[config.mk]
export PLATFORM = sky130hd
export DESIGN_NAME = if_stage_flat
export DESIGN_NICKNAME = d
export VERILOG_FILES = /design/src/rtl/if_stage_if.sv /design/src/rtl/if_stage.sv /design/src/flat_wrapper.sv
export SDC_FILE = /design/constraint.sdc
export NUM_CORES = 1
export LEC_CHECK = 0
export CORE_ASPECT_RATIO = 1.2
export CORE_MARGIN = 2
export CORE_UTILIZATION = 42
export DETAILED_ROUTE_END_ITERATION = 16
export PLACE_DENSITY = 0.81
export SYNTH_ARGS = -nofsm -noshare
export SYNTH_HDL_FRONTEND = slang
export SYNTH_SLANG_ARGS = --single-unit
[constraint.sdc]
create_clock -name clk -period 3.42 [get_ports clk]
set_input_delay 0.513 -clock clk [delete_from_list [all_inputs] [get_ports clk]]
set_output_delay 0.513 -clock clk [all_outputs]
set_load 0.02 [all_outputs]
[src/rtl/if_stage_if.sv]
// if_stage_if -- bundle of the fetch stage's control, instruction-memory and
// IF/ID signals.
//   master : used by if_stage (drives imemAddr and the IF/ID/perf outputs)
//   slave  : used by the environment (drives hazard controls, branch
//            redirect and the instruction word)
// Signals:
//   PCWrite       1 = hold PC
//   WriteIFID     1 = hold IF/ID register
//   branchTaken   redirect request from ID
//   branchTarget  redirect address, bits [1:0] ignored
//   imemAddr      instruction memory address (current PC)
//   imemData      instruction word at imemAddr, same cycle
//   instrID       IF/ID instruction
//   pcPlus4ID     IF/ID copy of fetching PC + 4
//   validID       1 = instrID is a real instruction, 0 = bubble
//   stallCycles   perf counter (zero unless IF_PERF_CNT_EN)
//   redirectCount perf counter (zero unless IF_PERF_CNT_EN)
interface if_stage_if;
   logic        PCWrite;
   logic        WriteIFID;
   logic        branchTaken;
   logic [31:0] branchTarget;
   logic [31:0] imemAddr;
   logic [31:0] imemData;
   logic [31:0] instrID;
   logic [31:0] pcPlus4ID;
   logic        validID;
   logic [31:0] stallCycles;
   logic [31:0] redirectCount;

   modport master (
      input  PCWrite, WriteIFID, branchTaken, branchTarget, imemData,
      output imemAddr, instrID, pcPlus4ID, validID, stallCycles, redirectCount
   );

   modport slave (
      output PCWrite, WriteIFID, branchTaken, branchTarget, imemData,
      input  imemAddr, instrID, pcPlus4ID, validID, stallCycles, redirectCount
   );
endinterface

[src/rtl/if_stage.sv]
// if_stage -- instruction fetch stage: PC register, next-PC selection and the
// IF/ID pipeline register.
// Ports:
//   clk  rising-edge clock
//   rst  asynchronous active-high reset (PC <= RESET_PC, IF/ID and counters cleared)
//   bus  if_stage_if.master: hazard controls, branch redirect, instruction
//        memory address/data, IF/ID outputs and perf counters
// Parameters:
//   RESET_PC  PC loaded on reset (word aligned)
// Configuration:
//   IF_PERF_CNT_EN  when defined, stallCycles counts edges with PCWrite=1 and
//                   redirectCount counts honoured redirects, both saturating;
//                   when undefined, both outputs are constant zero.
module if_stage #(
   parameter logic [31:0] RESET_PC = 32'h0000_0000
) (
   input  logic       clk,
   input  logic       rst,
   if_stage_if.master bus
);

   localparam logic [31:0] RESET_PC_ALIGNED = {RESET_PC[31:2], 2'b00};

   logic [31:0] pc;
   logic [31:0] pc_plus4;
   logic [31:0] pc_next;
   logic        redirect;
   logic        unused_ok;

   // A redirect is only honoured when the PC is free to move.
   always_comb begin
      pc_plus4 = pc + 32'd4;
      redirect = bus.branchTaken & ~bus.PCWrite;
      pc_next  = pc_plus4;
      if (bus.PCWrite)
         pc_next = pc;
      else if (bus.branchTaken)
         pc_next = {bus.branchTarget[31:2], 2'b00};
   end

   assign bus.imemAddr = pc;
   assign unused_ok    = ^bus.branchTarget[1:0];

   always_ff @(posedge clk or posedge rst) begin
      if (rst)
         pc <= RESET_PC_ALIGNED;
      else
         pc <= pc_next;
   end

   always_ff @(posedge clk or posedge rst) begin
      if (rst) begin
         bus.instrID   <= '0;
         bus.pcPlus4ID <= '0;
         bus.validID   <= 1'b0;
      end else if (!bus.WriteIFID) begin
         if (redirect) begin
            bus.instrID   <= '0;
            bus.pcPlus4ID <= '0;
            bus.validID   <= 1'b0;
         end else begin
            bus.instrID   <= bus.imemData;
            bus.pcPlus4ID <= pc_plus4;
            bus.validID   <= 1'b1;
         end
      end
   end

`ifdef IF_PERF_CNT_EN
   logic [31:0] stall_cnt;
   logic [31:0] redirect_cnt;

   always_ff @(posedge clk or posedge rst) begin
      if (rst) begin
         stall_cnt    <= '0;
         redirect_cnt <= '0;
      end else begin
         if (bus.PCWrite && stall_cnt != '1)
            stall_cnt <= stall_cnt + 32'd1;
         if (redirect && redirect_cnt != '1)
            redirect_cnt <= redirect_cnt + 32'd1;
      end
   end

   assign bus.stallCycles   = stall_cnt;
   assign bus.redirectCount = redirect_cnt;
`else
   assign bus.stallCycles   = '0;
   assign bus.redirectCount = '0;
`endif

endmodule

[src/flat_wrapper.sv]
// flat-port wrapper written by rule: the top's interface ports become plain ports
module if_stage_flat 
#(
   parameter logic [31:0] RESET_PC = 32'h0000_0000
)
  (clk, rst, bus_PCWrite, bus_WriteIFID, bus_branchTaken, bus_branchTarget, bus_imemData, bus_imemAddr, bus_instrID, bus_pcPlus4ID, bus_validID, bus_stallCycles, bus_redirectCount);
  if_stage_if bus_i ();
  input  logic clk;
  input  logic rst;
  input wire logic [$bits(bus_i.PCWrite)-1:0] bus_PCWrite;
  input wire logic [$bits(bus_i.WriteIFID)-1:0] bus_WriteIFID;
  input wire logic [$bits(bus_i.branchTaken)-1:0] bus_branchTaken;
  input wire logic [$bits(bus_i.branchTarget)-1:0] bus_branchTarget;
  input wire logic [$bits(bus_i.imemData)-1:0] bus_imemData;
  output wire logic [$bits(bus_i.imemAddr)-1:0] bus_imemAddr;
  output wire logic [$bits(bus_i.instrID)-1:0] bus_instrID;
  output wire logic [$bits(bus_i.pcPlus4ID)-1:0] bus_pcPlus4ID;
  output wire logic [$bits(bus_i.validID)-1:0] bus_validID;
  output wire logic [$bits(bus_i.stallCycles)-1:0] bus_stallCycles;
  output wire logic [$bits(bus_i.redirectCount)-1:0] bus_redirectCount;
  assign bus_i.PCWrite = bus_PCWrite;
  assign bus_i.WriteIFID = bus_WriteIFID;
  assign bus_i.branchTaken = bus_branchTaken;
  assign bus_i.branchTarget = bus_branchTarget;
  assign bus_i.imemData = bus_imemData;
  assign bus_imemAddr = bus_i.imemAddr;
  assign bus_instrID = bus_i.instrID;
  assign bus_pcPlus4ID = bus_i.pcPlus4ID;
  assign bus_validID = bus_i.validID;
  assign bus_stallCycles = bus_i.stallCycles;
  assign bus_redirectCount = bus_i.redirectCount;
  if_stage #(.RESET_PC(RESET_PC)) u_core (.clk(clk), .rst(rst), .bus(bus_i));
endmodule
==> results of run 1 <==
[stage by stage]
stage	hold WS, ns	total power [mW]
final	0.481	3.33
after global routing	0.518	3.47
after CTS	0.488	3.34
after detailed placement	0.470	2.40
after global placement	0.466	2.37
after floorplan	0.593	1.99
[power breakdown]
part	leakage, nW	switching (mW)	internal (mW)
logic	1.59	0.520	0.450
clock network	0.139	0.430	0.516
registers	1.15	0.159	1.25
[layer usage]
| layer | up-vias | track usage (%) | part of all wire (%) |
|---|---|---|---|
| met5 | - | 0 | 0 |
| met4 | 0 | 10.8 | 3.4 |
| met3 | 35 | 4.75 | 9.9 |
| met2 | 248 | 36.3 | 49 |
| met1 | 2072 | 24.3 | 37 |
| li1 | 1984 | - | - |
[placed cells by master, fill, tap and decap left out, types with 2 or more instances in the layout]
| master | instances |
|---|---|
| a22oi_1 | 8 |
| inv_6 | 2 |
| clkinv_2 | 3 |
| xor2_1 | 14 |
| dfrtp_1 | 94 |
| a22o_1 | 36 |
| nor2b_1 | 2 |
| conb_1 | 66 |
| clkdlybuf4s50_1 | 160 |
| o21a_1 | 3 |
| nor2_1 | 20 |
| clkbuf_16 | 9 |
| a21oi_1 | 21 |
| nor4_1 | 3 |
| buf_4 | 6 |
| nor4_4 | 2 |
| a2bb2oi_1 | 6 |
| mux2i_1 | 7 |
| nor3_1 | 9 |
| nand2_1 | 59 |
| xnor2_1 | 14 |
| o21ai_0 | 45 |
| and3_1 | 4 |
| and3_2 | 2 |
| o22ai_1 | 9 |
| nor2_2 | 2 |
| and2_1 | 2 |
| a31oi_1 | 4 |
| o22a_1 | 6 |
| nand4_1 | 11 |
| nand3_1 | 17 |
[flip-flops by register name (all words and copies together), names as in the netlist]
name	cells
u_core.bus.imemAddr	30
u_core.bus.instrID	32
u_core.bus.pcPlus4ID	31
u_core.bus.validID	1
[area by class of cell]
type	count	area, sq um
Fill cell	960	4830
Multi-Input combinational cell	382	2220
Timing Repair Buffer	168	1670
Tap cell	157	196
Sequential cell	94	2350
Inverter	4	16.3
Clock buffer	10	239
Clock inverter	6	43.8
[worst max-delay path: stages, from the launching register on]
cell and delay [ns]:
dfrtp_1 0.49, ha_1 0.34, nand3_1 0.18, nor2_1 0.53, nand4_1 0.30, xnor2_1 0.20
a22o_1 0.21
[path summary, 6_finish.rpt]
kind	to	slack (ns)	cells past startpoint
min reg2reg	u_core.bus.pcPlus4ID[12]$_DFFE_PP0N_	0.48	2
min	u_core.bus.pcPlus4ID[12]$_DFFE_PP0N_	0.48	2
max in group asynchronous	u_core.bus.pcPlus4ID[8]$_DFFE_PP0N_	2.13	3
max	u_core.bus.pcPlus4ID[28]$_DFFE_PP0N_	1.06	6
min in group asynchronous	u_core.bus.instrID[31]$_DFFE_PP0N_	0.56	2
max reg2reg	u_core.bus.pcPlus4ID[28]$_DFFE_PP0N_	1.06	6
[cell families (layout without fill, tap and decap cells)]
kind of cell	after synthesis	in the layout	synth area share, %
simple gates	141	141	14.4
compound gates	138	138	18.4
buf+inv	104	188	13.1
flops	94	94	47.2
xor+xnor	28	28	4.93
mux	8	8	1.63
fa+ha+maj	1	1	0.251
other cells	1	66	0.0753
==> flow_metrics.env, run 1 <==
export IMPL_min_from="u_core.bus.pcPlus4ID[12]$_DFFE_PP0N_"
export IMPL_hold_viol=0
export IMPL_synth_edff_count=0
export IMPL_crit_fanout=8
export IMPL_io_pins=230
export IMPL_drtIter0Drc=309
export IMPL_slew_headroom_pct=38.7
export IMPL_post_place_cells=805
export IMPL_h_tree_depth=3
export IMPL_final_max_slew_viol_count=0
export IMPL_fin_nets=729
export IMPL_status="complete, no violations"
export IMPL_startpoint="u_core.bus.imemAddr[2]$_DFFE_PP0N_"
export IMPL_worstMarginPinSlew_ns=0.920
export IMPL_n_antenna_cell=0
export IMPL_syn_avg_cell_area_sq_um=9.67
export IMPL_coreArea_sq_mm=0.0116
export IMPL_die_x_um=103
export IMPL_grt_usage_pct=21.1
export IMPL_synth_seq_cells=94
export IMPL_grt_pass1_wl_mm=20.7
export IMPL_start_kind="flip-flop"
export IMPL_r2r_start="u_core.bus.imemAddr[2]$_DFFE_PP0N_"
export IMPL_initial_utilization_pct=43.0
export IMPL_num_vias=4339
export IMPL_dieArea_sq_mm=0.0127
export IMPL_cts_buffer_depth=2
export IMPL_worstSetupPathType="flip-flop to flip-flop"
export IMPL_fmax_mhz=425
export IMPL_antenna_left=0
export IMPL_ctsResizeCount=0
export IMPL_fin_ws_ns=1.06
export IMPL_fin_worst_skew_ns=0.00707
export IMPL_ys_flop_type="dfrtp_1"
export IMPL_vias_per_cell=5.29
export IMPL_dpl_cell_area_sq_mm=0.00646
export IMPL_synth_cell_types=44
export IMPL_final_area_sq_mm=0.00674
export IMPL_dp_hpwl_mm=10.1
export IMPL_cp_required_ns=3.65
export IMPL_async_flop_share_pct=100
export IMPL_cap_viol_max_count=0
export IMPL_die_y_um=123
export IMPL_fin_cells=821
export IMPL_cp_arrival_ns=2.59
export IMPL_setup_viol=0
export IMPL_drive_gt1_share_pct=5.57
export IMPL_post_cts_repair_setup_buffers=0
export IMPL_finalWorstPathRequiredPeriod_ns=2.36
export IMPL_synth_top_area_cell="dfrtp_1"
export IMPL_synth_top_cell_area_share_pct=47.2
export IMPL_dp_slack_ns=0.885
export IMPL_syn_inst=515
export IMPL_first_global_vias=4113
export IMPL_grt_ovfl_total=0
export IMPL_end_kind="flip-flop"
export IMPL_synth_most_common_cell="dfrtp_1"
export IMPL_cts_made_buffers=9
export IMPL_vdd_ir_drop_max_mv=0.259
export IMPL_synthTopCellsByCount="dfrtp_1, buf_4, nand2_1, o21ai_0, a22o_1"
export IMPL_leakagePower_nw=2.88
export IMPL_path_clk_slew_ns=0.06
export IMPL_rsz0062_at_grt="no"
export IMPL_synth_area_leaders="dfrtp_1, buf_4, a22o_1"
export IMPL_hold_buffers=0
export IMPL_rows=43
export IMPL_io_buffers=161
export IMPL_synth_seq_area_share_pct=47.2
export IMPL_routabilityCongestion=0.856
export IMPL_grt_antenna_before_repair=0
export IMPL_utilization_pct=58.3
export IMPL_finalSetupTns_ns=0
export IMPL_clock_sinks=94
export IMPL_min_path_type="flip-flop to flip-flop"
export IMPL_drt_wirelength_per_cell_um=16.7
export IMPL_fin_crit_sh_pct=68.9
export IMPL_routed_wirelength_mm=13.7
export IMPL_syn_cell_area_sq_mm=0.00498
export IMPL_drcViolationCount=0
export IMPL_powerDensity_mw_per_mm2=494
export IMPL_cts_tree="done"
export IMPL_grt_max_degree=61
export IMPL_clk_latency_ns=0.35
export IMPL_dr_pass1_iters=5
export IMPL_synth_warnings=0
export IMPL_area_growth_pct=35.4
export IMPL_cts_root_buf="clkbuf_16"
(Power assumes the default switching activity.)
==> run 2: changes to the inputs <==
--- a/config.mk
+++ b/config.mk
@@ -7,9 +7,9 @@
 export LEC_CHECK = 0
 export CORE_ASPECT_RATIO = 1.2
 export CORE_MARGIN = 2
-export CORE_UTILIZATION = 42
+export CORE_UTILIZATION = 38
 export DETAILED_ROUTE_END_ITERATION = 16
-export PLACE_DENSITY = 0.81
+export PLACE_DENSITY = 0.78
 export SYNTH_ARGS = -nofsm -noshare
 export SYNTH_HDL_FRONTEND = slang
 export SYNTH_SLANG_ARGS = --single-unit
==> constraint.sdc (replaced) <==
create_clock -name clk -period 2.07 [get_ports clk]
set_input_delay 0.3105 -clock clk [delete_from_list [all_inputs] [get_ports clk]]
set_output_delay 0.3105 -clock clk [all_outputs]
set_load 0.02 [all_outputs]
==> run 2 against run 1 <==
Net effect:
- critical path depth did not move
- power rose by 77%
- sequential power rose by 63%
- routed wire length rose by 6.5%
- hold slack got worse by 0.16 ns
- utilization fell by 2.9 points
==> flow_metrics.env, run 2 (synthesis results as in run 1) <==
export IMPL_cts_tree="done"
export IMPL_fin_nets=756
export IMPL_drcViolationCount=0
export IMPL_path_clk_slew_ns=0.07
export IMPL_status="complete, no violations"
export IMPL_dp_hpwl_mm=11.1
export IMPL_vdd_ir_drop_max_mv=0.587
export IMPL_vias_per_cell=5.21
export IMPL_fmax_mhz=513
export IMPL_n_antenna_cell=0
export IMPL_cap_viol_max_count=0
export IMPL_coreArea_sq_mm=0.0127
export IMPL_final_max_slew_viol_count=0
export IMPL_regMostFlops="u_core.bus.instrID"
export IMPL_grt_usage_pct=20.0
export IMPL_crit_family="simple AND/OR/NAND/NOR gates"
export IMPL_dr_pass1_iters=5
export IMPL_clk_latency_ns=0.34
export IMPL_clock_sinks=94
export IMPL_slew_headroom_pct=59.2
export IMPL_grt_antenna_before_repair=0
export IMPL_antenna_left=0
export IMPL_cp_required_ns=2.34
export IMPL_crit_fanout=6
export IMPL_cts_made_buffers=9
export IMPL_cpMaxStageDelayCell="dfrtp_2"
export IMPL_hold_viol=0
export IMPL_grt_pass1_wl_mm=22.0
export IMPL_area_growth_pct=41.6
export IMPL_die_x_um=108
export IMPL_first_global_vias=4145
export IMPL_drive_gt1_share_pct=9.41
export IMPL_powerDensity_mw_per_mm2=837
export IMPL_post_cts_repair_setup_buffers=0
export IMPL_io_pins=230
export IMPL_post_place_cells=839
export IMPL_setup_viol=0
export IMPL_utilization_pct=55.4
export IMPL_worstSetupPathType="flip-flop to flip-flop"
export IMPL_finalWorstPathRequiredPeriod_ns=1.95
export IMPL_routed_wirelength_mm=14.6
export IMPL_cts_buffer_depth=2
export IMPL_dpl_cell_area_sq_mm=0.00671
export IMPL_leakagePower_nw=3.05
export IMPL_num_vias=4454
export IMPL_finalSetupTns_ns=0
export IMPL_worstMarginPinSlew_ns=0.611
export IMPL_final_common_cell="clkdlybuf4s50_1"
export IMPL_largest_reg_flops=32
export IMPL_start_kind="flip-flop"
export IMPL_worstPathCellList="ha_1 > nand4_1 > nor4_4 > nand3_2 > or4_1 > nand3_1"
export IMPL_fin_crit_sh_pct=94.1
export IMPL_layout_common_cells="clkdlybuf4s50_1, dfrtp_1, conb_1"
export IMPL_dieArea_sq_mm=0.0140
export IMPL_final_area_sq_mm=0.00705
export IMPL_end_kind="flip-flop"
export IMPL_fin_cells=855
export IMPL_fin_worst_skew_ns=0.00522
export IMPL_grt_ovfl_total=0
export IMPL_cp_arrival_ns=2.22
export IMPL_drtIter0Drc=342
export IMPL_min_path_type="input pin to flip-flop"
export IMPL_rows=45
export IMPL_io_buffers=161
export IMPL_max_stage_delay_ns=0.43
export IMPL_rsz0062_at_grt="no"
export IMPL_grt_max_degree=37
export IMPL_initial_utilization_pct=39.1
export IMPL_die_y_um=129
export IMPL_crit_buf_inv=0
export IMPL_drt_wirelength_per_cell_um=17.1
export IMPL_routabilityCongestion=0.942
export IMPL_h_tree_depth=3
export IMPL_cts_root_buf="clkbuf_16"
run 2: report_power, final:
part | internal [mW] | switching (mW) | total, mW | leakage, nW
combinational | 0.805 | 0.933 | 1.74 | 1.73
sequential | 2.07 | 0.230 | 2.30 | 1.15
clock | 1.14 | 0.723 | 1.86 | 0.167
run 2: worst paths after layout:
path | cells past startpoint | from | to | slack, ns
max | 6 | u_core.bus.imemAddr[3]$_DFFE_PP0N_ | u_core.bus.imemAddr[24]$_DFFE_PP0N_ | 0.12
min | 3 | bus_WriteIFID | u_core.bus.pcPlus4ID[24]$_DFFE_PP0N_ | 0.32
max reg2reg | 6 | u_core.bus.imemAddr[3]$_DFFE_PP0N_ | u_core.bus.imemAddr[24]$_DFFE_PP0N_ | 0.12
max in group asynchronous | 3 | rst | u_core.bus.instrID[8]$_DFFE_PP0N_ | 1.11
min reg2reg | 2 | u_core.bus.pcPlus4ID[11]$_DFFE_PP0N_ | u_core.bus.pcPlus4ID[11]$_DFFE_PP0N_ | 0.48
min in group asynchronous | 2 | rst | u_core.bus.pcPlus4ID[26]$_DFFE_PP0N_ | 0.39
run 2: worst min-delay path: stages:
cell and delay (ns):
buf_2 0.17, nand2_1 0.07, o21ai_0 0.07
run 2: repair_timing:
| item | in CTS | in global routing |
|---|---|---|
| gates resized for setup | 0 | 1 |
| hold buffers | 0 | 0 |
| setup endpoints to repair | 0 | 6 |
run 2: metal layers:
metal  vias to the layer above  routed length, um  track usage [%]  share of wire [%]
met2                       276               7280             35.0                 50
met5                         -                  0                0                  0
met3                        17               1540             5.43                 11
met4                         0                245             6.11                1.7
met1                      2129               5580             24.0                 38
li1                       2032                  -                -                  -
run 2: final cells by class:
cell class | count | area [sq um]
fillers | 1060 | 5670
flip-flops and latches | 94 | 2350
multi-input cells | 382 | 2220
repair buffers | 195 | 1910
clock buffers | 11 | 253
well taps | 164 | 205
clock inverters | 5 | 86.3
inverters | 4 | 18.8
run 2: metrics by stage:
| step | setup slack [ns] | power (mW) | hold slack (ns) |
|---|---|---|---|
| finish | 0.121 | 5.90 | 0.325 |
| global route | 0.0236 | 6.14 | 0.342 |
| CTS | 0.0805 | 5.92 | 0.307 |
| detailed placement | 0.0979 | 4.06 | 0.472 |
| global placement | 0.130 | 4.01 | 0.466 |
| floorplan | 0.109 | 3.28 | 0.439 |
==> run 3: changes to the inputs <==
--- a/config.mk
+++ b/config.mk
@@ -7,9 +7,11 @@
 export LEC_CHECK = 0
 export CORE_ASPECT_RATIO = 1.2
 export CORE_MARGIN = 2
-export CORE_UTILIZATION = 38
+export CORE_UTILIZATION = 39
+export CTS_BUF_LIST = sky130_fd_sc_hd__clkbuf_4
 export DETAILED_ROUTE_END_ITERATION = 16
-export PLACE_DENSITY = 0.78
+export PLACE_DENSITY = 0.77
+export SLEW_MARGIN = 20
 export SYNTH_ARGS = -nofsm -noshare
 export SYNTH_HDL_FRONTEND = slang
 export SYNTH_SLANG_ARGS = --single-unit
==> run 3 against run 2 <==
Net effect:
- first-iteration DRC count is 23% higher
- maximum frequency fell by 3.0%
- routed wire length down 7.7%
- setup slack worse by 0.061 ns
- via count shrank 1.3%
- utilization decreased by 1.2 points
- sequential share of layout area up 1.2 points
- largest cell class unchanged
==> flow_metrics.env, run 3 (synthesis results as in run 1) <==
export IMPL_fin_crit_sh_pct=97.1
export IMPL_start_kind="flip-flop"
export IMPL_cp_arrival_ns=1.70
export IMPL_rows=45
export IMPL_finalWorstPathRequiredPeriod_ns=2.01
export IMPL_cts_tree="done"
export IMPL_cts_root_buf="clkbuf_4"
export IMPL_cp_required_ns=1.76
export IMPL_cpMaxStageDelayCell="clkdlybuf4s50_1"
export IMPL_routed_wirelength_mm=13.5
export IMPL_crit_buf_inv=1
export IMPL_min_path_type="input pin to async pin"
export IMPL_num_vias=4395
export IMPL_final_max_slew_viol_count=0
export IMPL_grt_pass1_wl_mm=20.9
export IMPL_dr_pass1_iters=5
export IMPL_grt_antenna_before_repair=1
export IMPL_crit_family="buffers and inverters"
export IMPL_rsz0062_at_grt="no"
export IMPL_antenna_left=0
export IMPL_first_global_vias=4100
export IMPL_worstSetupPathType="flip-flop to output pin"
export IMPL_grt_usage_pct=19.3
export IMPL_post_cts_repair_setup_buffers=0
export IMPL_utilization_pct=54.2
export IMPL_cap_viol_max_count=0
export IMPL_hold_viol=0
export IMPL_dieArea_sq_mm=0.0137
export IMPL_cts_buffer_depth=2
export IMPL_io_pins=230
export IMPL_largest_reg_flops=32
export IMPL_vdd_ir_drop_max_mv=0.291
export IMPL_h_tree_depth=3
export IMPL_worstRegToRegCells=6
export IMPL_fin_worst_skew_ns=0.0146
export IMPL_dp_hpwl_mm=10.4
export IMPL_drt_wirelength_per_cell_um=15.9
export IMPL_layout_common_cells="clkdlybuf4s50_1, dfrtp_1, conb_1"
export IMPL_io_buffers=161
export IMPL_initial_utilization_pct=39.7
export IMPL_max_stage_delay_ns=0.68
export IMPL_fin_nets=749
export IMPL_r2r_end="u_core.bus.pcPlus4ID[31]$_DFFE_PP0N_"
export IMPL_fin_cells=849
export IMPL_grt_ovfl_total=0
export IMPL_vias_per_cell=5.18
export IMPL_cts_made_buffers=9
export IMPL_leakagePower_nw=2.93
export IMPL_clock_sinks=94
export IMPL_end_kind="output pin"
export IMPL_final_area_sq_mm=0.00680
export IMPL_powerDensity_mw_per_mm2=733
export IMPL_totalPowerFinal_mw=4.99
export IMPL_clk_latency_ns=0.45
export IMPL_r2r_start="u_core.bus.imemAddr[5]$_DFFE_PP0N_"
export IMPL_status="complete, no violations"
export IMPL_dpl_cell_area_sq_mm=0.00666
export IMPL_coreArea_sq_mm=0.0126
export IMPL_die_y_um=128
export IMPL_die_x_um=107
export IMPL_routabilityCongestion=0.877
export IMPL_area_growth_pct=36.6
export IMPL_slew_headroom_pct=62.5
export IMPL_rrSetupSlack_ns=0.16
export IMPL_grt_max_degree=57
export IMPL_worstPathCellList="clkdlybuf4s50_1"
export IMPL_regMostFlops="u_core.bus.instrID"
export IMPL_drtIter0Drc=422
export IMPL_path_clk_slew_ns=0.14
export IMPL_worstMarginPinSlew_ns=0.557
export IMPL_finalSetupTns_ns=0
export IMPL_final_common_cell="clkdlybuf4s50_1"
export IMPL_drive_gt1_share_pct=8.33
export IMPL_fmax_mhz=498
export IMPL_setup_viol=0
export IMPL_post_place_cells=832
export IMPL_crit_fanout=9
export IMPL_drcViolationCount=0
[run 3: cell count changes in the layout (fill, tap and decap cells not counted)]
cell / before / now
clkinv_4: 0 / 3
buf_4: 30 / 23
clkinv_1: 1 / 2
clkbuf_4: 0 / 9
clkinv_2: 0 / 1
inv_6: 3 / 1
bufinv_16: 2 / 1
clkbuf_8: 2 / 0
clkbuf_16: 9 / 0
diode_2: 0 / 1
[run 3: stage by stage]
stage	setup WS [ns]	hold slack [ns]
after floorplan	0.109	0.439
after global placement	0.247	0.468
after detailed placement	0.212	0.473
after CTS	0.0452	0.183
after global routing	0.0130	0.188
final	0.0608	0.190
[run 3: repair_timing]
item | 4_1_cts | 5_1_grt
hold buffers | 0 | 0
setup endpoints to repair | 0 | 1
gates resized for setup | 0 | 1
[run 3: layout make-up]
cell class                      count  area (sq um)
Clock inverter                      7          73.8
Sequential cell                    94          2350
Tap cell                          164           205
Antenna cell                        1          2.50
Clock buffer                        9          67.6
Inverter                            4          18.8
Timing Repair Buffer              188          1860
Fill cell                        1088          5750
Multi-Input combinational cell    382          2220
[run 3: routing by layer]
metal | up-vias | GRT usage (%) | part of all wire, %
li1 | 2017 | - | -
met1 | 2078 | 23.1 | 39
met2 | 260 | 32.6 | 48
met3 | 40 | 4.47 | 9.3
met4 | 0 | 9.40 | 3.5
met5 | - | 0 | 0
[run 3: power breakdown]
part           leakage (nW)  switching (mW)  internal, mW  total, mW
sequential             1.15           0.246          2.07       2.31
clock                0.0779           0.626         0.373      0.999
combinational          1.70           0.888         0.787       1.68
[run 3: worst max-delay path by stage]
stage / start / end / slack (ns) / cells past startpoint
5_1_grt: u_core.bus.imemAddr[6]$_DFFE_PP0N_ / bus_imemAddr[6] / 0.01 / 1
3_5_place_dp: u_core.bus.imemAddr[3]$_DFFE_PP0N_ / u_core.bus.imemAddr[24]$_DFFE_PP0N_ / 0.21 / 6
4_1_cts: u_core.bus.imemAddr[6]$_DFFE_PP0N_ / bus_imemAddr[6] / 0.05 / 1
3_3_place_gp: u_core.bus.imemAddr[3]$_DFFE_PP0N_ / u_core.bus.imemAddr[24]$_DFFE_PP0N_ / 0.25 / 6
6_report: u_core.bus.imemAddr[6]$_DFFE_PP0N_ / bus_imemAddr[6] / 0.06 / 1
2_1_floorplan: u_core.bus.imemAddr[2]$_DFFE_PP0N_ / u_core.bus.imemAddr[24]$_DFFE_PP0N_ / 0.11 / 6
